===== config.mk =====
export PLATFORM = sky130hd
export DESIGN_NAME = pipe_ctrl_decoder
export DESIGN_NICKNAME = d
export VERILOG_FILES = /design/src/rtl/pipe_ctrl_decoder.sv
export SDC_FILE = /design/constraint.sdc
export NUM_CORES = 1
export LEC_CHECK = 0
export BUFFER_PORTS_ARGS = -buffer_cell sky130_fd_sc_hd__buf_4
export CORE_MARGIN = 10
export CORE_UTILIZATION = 40
export DETAILED_ROUTE_END_ITERATION = 10
export PLACE_DENSITY = 0.71
export SYNTH_ARGS = -nofsm -noshare
export SYNTH_HDL_FRONTEND = slang
export SYNTH_SLANG_ARGS = --single-unit

===== constraint.sdc =====
create_clock -name CLK -period 3.9 [get_ports CLK]
set_input_delay 0.39 -clock CLK [delete_from_list [all_inputs] [get_ports CLK]]
set_output_delay 0.39 -clock CLK [all_outputs]
set_load 0.005 [all_outputs]

===== src/rtl/pipe_ctrl_decoder.sv =====
// Registered ID/EX control decoder for the redirecting MIPS pipeline, with bubble
// insertion and a SYSCALL halt sequencer. Optional statistics counters: CTRL_STATS_EN.
module pipe_ctrl_decoder #(
  parameter int ALU_OP_W     = 4,
  parameter int DRAIN_CYCLES = 3,
  parameter int CNT_W        = 32
) (
  input  logic                CLK,
  input  logic                RST,
  input  logic [5:0]          OP,
  input  logic [5:0]          Func,
  input  logic                ID_Valid,
  input  logic                Stall,
  input  logic                Flush,
  input  logic                SysArgHalt,
  output logic                EX_Valid,
  output logic [ALU_OP_W-1:0] EX_ALU_OP,
  output logic                EX_ALU_SRC,
  output logic                EX_RegWrite,
  output logic                EX_MemToReg,
  output logic                EX_MemWrite,
  output logic                EX_RegDst,
  output logic                EX_SignedExt,
  output logic                EX_HalfW,
  output logic                EX_Vshamt,
  output logic                EX_Beq,
  output logic                EX_Bne,
  output logic                EX_BLEZ,
  output logic                EX_JMP,
  output logic                EX_JAL,
  output logic                EX_JR,
  output logic                EX_SysCALL,
  output logic                EX_Illegal,
  output logic                FetchEn,
  output logic                Halted
`ifdef CTRL_STATS_EN
  ,
  output logic [CNT_W-1:0]    DecCnt,
  output logic [CNT_W-1:0]    BubbleCnt
`endif
);

  localparam logic [ALU_OP_W-1:0] ALU_SLL  = ALU_OP_W'(0);
  localparam logic [ALU_OP_W-1:0] ALU_SRA  = ALU_OP_W'(1);
  localparam logic [ALU_OP_W-1:0] ALU_SRL  = ALU_OP_W'(2);
  localparam logic [ALU_OP_W-1:0] ALU_ADD  = ALU_OP_W'(5);
  localparam logic [ALU_OP_W-1:0] ALU_SUB  = ALU_OP_W'(6);
  localparam logic [ALU_OP_W-1:0] ALU_AND  = ALU_OP_W'(7);
  localparam logic [ALU_OP_W-1:0] ALU_OR   = ALU_OP_W'(8);
  localparam logic [ALU_OP_W-1:0] ALU_XOR  = ALU_OP_W'(9);
  localparam logic [ALU_OP_W-1:0] ALU_NOR  = ALU_OP_W'(10);
  localparam logic [ALU_OP_W-1:0] ALU_SLT  = ALU_OP_W'(11);
  localparam logic [ALU_OP_W-1:0] ALU_SLTU = ALU_OP_W'(12);

  localparam logic [3:0] DRAIN_LOAD = 4'(DRAIN_CYCLES);

  typedef struct packed {
    logic [ALU_OP_W-1:0] aluOp;
    logic                aluSrc;
    logic                regWrite;
    logic                memToReg;
    logic                memWrite;
    logic                regDst;
    logic                signedExt;
    logic                halfW;
    logic                vshamt;
    logic                beq;
    logic                bne;
    logic                blez;
    logic                jmp;
    logic                jal;
    logic                jr;
    logic                sysCall;
    logic                illegal;
  } ctrl_t;

  typedef enum logic [1:0] {RUN, DRAIN, HALT} state_t;

  state_t     state_q, state_d;
  logic [3:0] drainCnt_q, drainCnt_d;
  ctrl_t      exCtrl_q, exCtrl_d;
  logic       exValid_q, exValid_d;
  ctrl_t      dec;
  logic       accept;
  logic       haltReq;

  // Pure decode of the instruction currently in ID.
  always_comb begin
    dec = '0;
    case (OP)
      6'h00: begin
        dec.regWrite = 1'b1;
        dec.regDst   = 1'b1;
        case (Func)
          6'h20, 6'h21: dec.aluOp = ALU_ADD;
          6'h22, 6'h23: dec.aluOp = ALU_SUB;
          6'h24:        dec.aluOp = ALU_AND;
          6'h25:        dec.aluOp = ALU_OR;
          6'h26:        dec.aluOp = ALU_XOR;
          6'h27:        dec.aluOp = ALU_NOR;
          6'h2A:        dec.aluOp = ALU_SLT;
          6'h2B:        dec.aluOp = ALU_SLTU;
          6'h00: begin dec.aluOp = ALU_SLL; dec.vshamt = 1'b1; end
          6'h02: begin dec.aluOp = ALU_SRL; dec.vshamt = 1'b1; end
          6'h03: begin dec.aluOp = ALU_SRA; dec.vshamt = 1'b1; end
          6'h04:        dec.aluOp = ALU_SLL;
          6'h06:        dec.aluOp = ALU_SRL;
          6'h07:        dec.aluOp = ALU_SRA;
          6'h08: begin
            dec.regWrite = 1'b0;
            dec.regDst   = 1'b0;
            dec.jr       = 1'b1;
          end
          6'h0C: begin
            dec.regWrite = 1'b0;
            dec.regDst   = 1'b0;
            dec.sysCall  = 1'b1;
          end
          default: begin
            dec         = '0;
            dec.illegal = 1'b1;
          end
        endcase
      end
      6'h08, 6'h09: begin
        dec.aluOp = ALU_ADD; dec.aluSrc = 1'b1; dec.regWrite = 1'b1; dec.signedExt = 1'b1;
      end
      6'h0A: begin
        dec.aluOp = ALU_SLT; dec.aluSrc = 1'b1; dec.regWrite = 1'b1; dec.signedExt = 1'b1;
      end
      6'h0B: begin
        dec.aluOp = ALU_SLTU; dec.aluSrc = 1'b1; dec.regWrite = 1'b1; dec.signedExt = 1'b1;
      end
      6'h0C: begin dec.aluOp = ALU_AND; dec.aluSrc = 1'b1; dec.regWrite = 1'b1; end
      6'h0D: begin dec.aluOp = ALU_OR;  dec.aluSrc = 1'b1; dec.regWrite = 1'b1; end
      6'h0E: begin dec.aluOp = ALU_XOR; dec.aluSrc = 1'b1; dec.regWrite = 1'b1; end
      6'h23, 6'h21: begin
        dec.aluOp     = ALU_ADD;
        dec.signedExt = 1'b1;
        dec.aluSrc    = 1'b1;
        dec.memToReg  = 1'b1;
        dec.regWrite  = 1'b1;
        dec.halfW     = (OP == 6'h21);
      end
      6'h2B: begin
        dec.aluOp = ALU_ADD; dec.signedExt = 1'b1; dec.aluSrc = 1'b1; dec.memWrite = 1'b1;
      end
      6'h04: begin dec.aluOp = ALU_SUB; dec.signedExt = 1'b1; dec.beq  = 1'b1; end
      6'h05: begin dec.aluOp = ALU_SUB; dec.signedExt = 1'b1; dec.bne  = 1'b1; end
      6'h06: begin dec.aluOp = ALU_SUB; dec.signedExt = 1'b1; dec.blez = 1'b1; end
      6'h02: dec.jmp = 1'b1;
      6'h03: begin dec.jmp = 1'b1; dec.jal = 1'b1; dec.regWrite = 1'b1; end
      default: dec.illegal = 1'b1;
    endcase
  end

  // Flush is already excluded here, so it wins over a same-cycle halting SYSCALL.
  assign accept  = ID_Valid & ~Stall & ~Flush & (state_q == RUN);
  assign haltReq = accept & dec.sysCall & SysArgHalt;

  always_comb begin
    exCtrl_d  = accept ? dec : '0;
    exValid_d = accept;
  end

  always_comb begin
    state_d    = state_q;
    drainCnt_d = drainCnt_q;
    case (state_q)
      RUN: begin
        if (haltReq) begin
          state_d    = DRAIN;
          drainCnt_d = DRAIN_LOAD;
        end
      end
      DRAIN: begin
        if (drainCnt_q <= 4'd1) begin
          state_d    = HALT;
          drainCnt_d = 4'd0;
        end else begin
          drainCnt_d = drainCnt_q - 4'd1;
        end
      end
      HALT:    state_d = HALT;
      default: state_d = RUN;
    endcase
  end

  always_ff @(posedge CLK) begin
    if (RST) begin
      state_q    <= RUN;
      drainCnt_q <= 4'd0;
      exCtrl_q   <= '0;
      exValid_q  <= 1'b0;
    end else begin
      state_q    <= state_d;
      drainCnt_q <= drainCnt_d;
      exCtrl_q   <= exCtrl_d;
      exValid_q  <= exValid_d;
    end
  end

  assign EX_Valid     = exValid_q;
  assign EX_ALU_OP    = exCtrl_q.aluOp;
  assign EX_ALU_SRC   = exCtrl_q.aluSrc;
  assign EX_RegWrite  = exCtrl_q.regWrite;
  assign EX_MemToReg  = exCtrl_q.memToReg;
  assign EX_MemWrite  = exCtrl_q.memWrite;
  assign EX_RegDst    = exCtrl_q.regDst;
  assign EX_SignedExt = exCtrl_q.signedExt;
  assign EX_HalfW     = exCtrl_q.halfW;
  assign EX_Vshamt    = exCtrl_q.vshamt;
  assign EX_Beq       = exCtrl_q.beq;
  assign EX_Bne       = exCtrl_q.bne;
  assign EX_BLEZ      = exCtrl_q.blez;
  assign EX_JMP       = exCtrl_q.jmp;
  assign EX_JAL       = exCtrl_q.jal;
  assign EX_JR        = exCtrl_q.jr;
  assign EX_SysCALL   = exCtrl_q.sysCall;
  assign EX_Illegal   = exCtrl_q.illegal;

  assign FetchEn = (state_q == RUN) & ~Stall;
  assign Halted  = (state_q == HALT);

`ifdef CTRL_STATS_EN
  logic [CNT_W-1:0] decCnt_q, bubbleCnt_q;

  // Bubbles are only counted while running; drain cycles are not pipeline bubbles.
  always_ff @(posedge CLK) begin
    if (RST) begin
      decCnt_q    <= '0;
      bubbleCnt_q <= '0;
    end else begin
      if (accept) begin
        decCnt_q <= decCnt_q + 1'b1;
      end
      if (!accept && state_q == RUN) begin
        bubbleCnt_q <= bubbleCnt_q + 1'b1;
      end
    end
  end

  assign DecCnt    = decCnt_q;
  assign BubbleCnt = bubbleCnt_q;
`endif

endmodule


==> impl_metrics.ini <==
[clock_tree]
cts_tree = done
cts_made_buffers = 3
clk_pin_slew_ns = 0.09
cts-htree-levels = 1
clk_latency_ns = 0.27
cts-resized-gates = 0
post_cts_buffers = 0
root_buffer = clkbuf_8
cts_buffer_depth = 2
clkSinkCount = 27
ctsHoldBuffers = 0

[pwr]
p_int_mw = 0.381
p_per_area_mw_per_mm2 = 266
power_frac_comb_pct = 14.7
power_mw = 0.509
p_sw_share_pct = 25.1
clkPwrFrac_pct = 31.0
power_frac_seq_pct = 54.4
p_leak_nw = 0.843
p_switching_mw = 0.128
vdd_drop_max_v = 0.000122

[placed_design]
dp.cells = 274
hpwlAfterDp_um = 2910
place.gp.congestion = 0.867
io_buffers = 40

[cells_and_area]
layoutNonFillerInstCount = 278
num_antenna_cells = 0
syn_to_final_growth_pct = 23.1
layout_common_cells = buf_4 (40), dfxtp_1 (27), nor2_1 (20)
mostFrequentLayoutCell = buf_4
final_layout_size_suffix_gt1_share_pct = 22.2
fillers = 374
fin_nets = 255

[sta]
fin_crit_sh_pct = 50.7
setup_viol = 0
fin_skew_ns = 0.00466
tns_ns = 0
worstMarginPinSlew_ns = 0.403
rsz0062_at_grt = false
finalHoldViolations = 0
min_period_ns = 1.98
timing.fmax_ghz = 0.506
relSlewSlack_pct = 72.9
slew_viol_final = 0

[logic_synthesis]
synth_seq_cells = 27
synth_area_leader_cell = dfxtp_1
ys_types = 49
synth_cells = 196
synth_ff_type = dfxtp_1
synth_area_mm2 = 0.00156
synth.area.top_cells = dfxtp_1 (35%), nand2b_1 (5.2%), a21oi_1 (4.8%)
syn_nets = 220
yosysWarningCount = 0
async_flop_share_pct = 0
ys_seq_area_share_pct = 34.8
yosysTopAreaCellShare_pct = 34.8
synth_edf_count = 0
syn_avg_cell_area_um2 = 7.93

[floorplan]
die_area_mm2 = 0.00678
dieWidth_um = 82.4
start_util_pct = 41.9
core_mm2 = 0.00372
rows = 22
num_io_pins = 41
die_h_um = 82.4

[setup_path]
reg2reg_slack_ns = 1.92
crit_fanout = 6
crit_type = flop to flop
critPathLaunchType = flop
required_ns = 4.10
worstSetupStartpoint = state_q[0]$_SDFFE_PP0P_
rr_startpoint = state_q[0]$_SDFFE_PP0P_
arrival_ns = 2.18
end_kind = flop

[grt]
track_usage_pct = 11.0
grt_overflow = 0
grtUsageMet3_pct = 2.38
antenna_found_initial = 0
gr-usage-met2_pct = 18.0
grt.busiest_layer = met2
use_met1_pct = 14.0
grt_pass1_wl_um = 6150
grt_pass1_vias = 1379
grt_max_degree = 19

[detailed_routing]
drt_iter0_markers = 80
firstDrtPassIters = 4
antenna_left = 0
wirelength_um = 3760
drc_errors = 0
viasPerCell = 5.14
via_count = 1430
wl_per_cell_um = 13.5

[min_path]
hold_path.class = primary input to flop
min_from = RST

[outcome]
outcome = finished, final reports clean

[job]
max_cap_violations = 0
==> synthesized netlist by cell type (3+ instances only) <==
cell type,count
dfxtp_1,27
nor2_1,20
a21oi_1,15
nand2_1,15
nand2b_1,13
o21ai_0,11
inv_1,9
clkbuf_1,7
nand3_1,7
nor3_1,7
ha_1,6
and3_1,4
or3_1,4
and2_1,3
mux2i_1,3
nor4_1,3
o21bai_1,3
==> worst max-delay path, cell delays in order (launching register included) <==
cell      delay [ns]
dfxtp_1         0.33
inv_1           0.10
ha_1            0.27
nor4bb_1        0.34
and3_2          0.30
nand2_1         0.09
or3_1           0.32
a31oi_1         0.16
==> power by group through the flow <==
stage          Clock [mW]  Combinational (mW)  Sequential, mW
2_1_floorplan           0              0.0478           0.283
3_3_place_gp            0              0.0737           0.283
3_5_place_dp            0              0.0737           0.283
4_1_cts             0.162              0.0746           0.277
5_1_grt             0.169              0.0838           0.277
6_report            0.158              0.0746           0.277
==> kinds of logic after synthesis <==
| group | count (synthesis) | share of synthesized area, % |
|---|---|---|
| and+or+nand+nor | 88 | 31.1 |
| AOI/OAI and AO/OA | 49 | 20.0 |
| DFF | 27 | 34.8 |
| buffers and inverters | 20 | 5.63 |
| adders and majority gates | 6 | 4.83 |
| xor gates and xnor gates | 3 | 1.69 |
| muxes | 3 | 1.93 |
==> cell type report <==
cell class | count | area [µm²] | share of cell area [%]
clock buffer | 3 | 41.3 | 2.16
clock inverter | 1 | 7.51 | 0.392
inverter | 10 | 37.5 | 1.96
multi-input combinational | 149 | 927 | 48.4
sequential | 27 | 541 | 28.2
tap | 48 | 60.1 | 3.14
timing repair buffer | 40 | 300 | 15.7
==> path summary, 6_finish.rpt <==
kind / endpoint / depth (start not counted)
max: drainCnt_q[0]$_SDFFE_PP0P_ / 7
min: drainCnt_q[0]$_SDFFE_PP0P_ / 2
max reg2reg: drainCnt_q[0]$_SDFFE_PP0P_ / 7
min reg2reg: state_q[0]$_SDFFE_PP0P_ / 2
==> routing by layer <==
layer,vias up,wire (µm)
met1,637,1720
li1,754,-
met3,2,275
met4,0,36
met5,-,0
met2,37,1740
==> through the flow <==
step           util, %  setup WS [ns]  area [µm²]  hold slack (ns)
2_1_floorplan        -           2.19        1560            0.459
3_3_place_gp      50.2           2.08        1870            0.484
3_5_place_dp      50.2           2.02        1870            0.489
4_1_cts           51.5           1.94        1910            0.335
5_1_grt           51.5           1.76        1910            0.353
6_report          51.5           1.92        1910            0.332
Note: power is estimated with default switching activity, not from simulation.
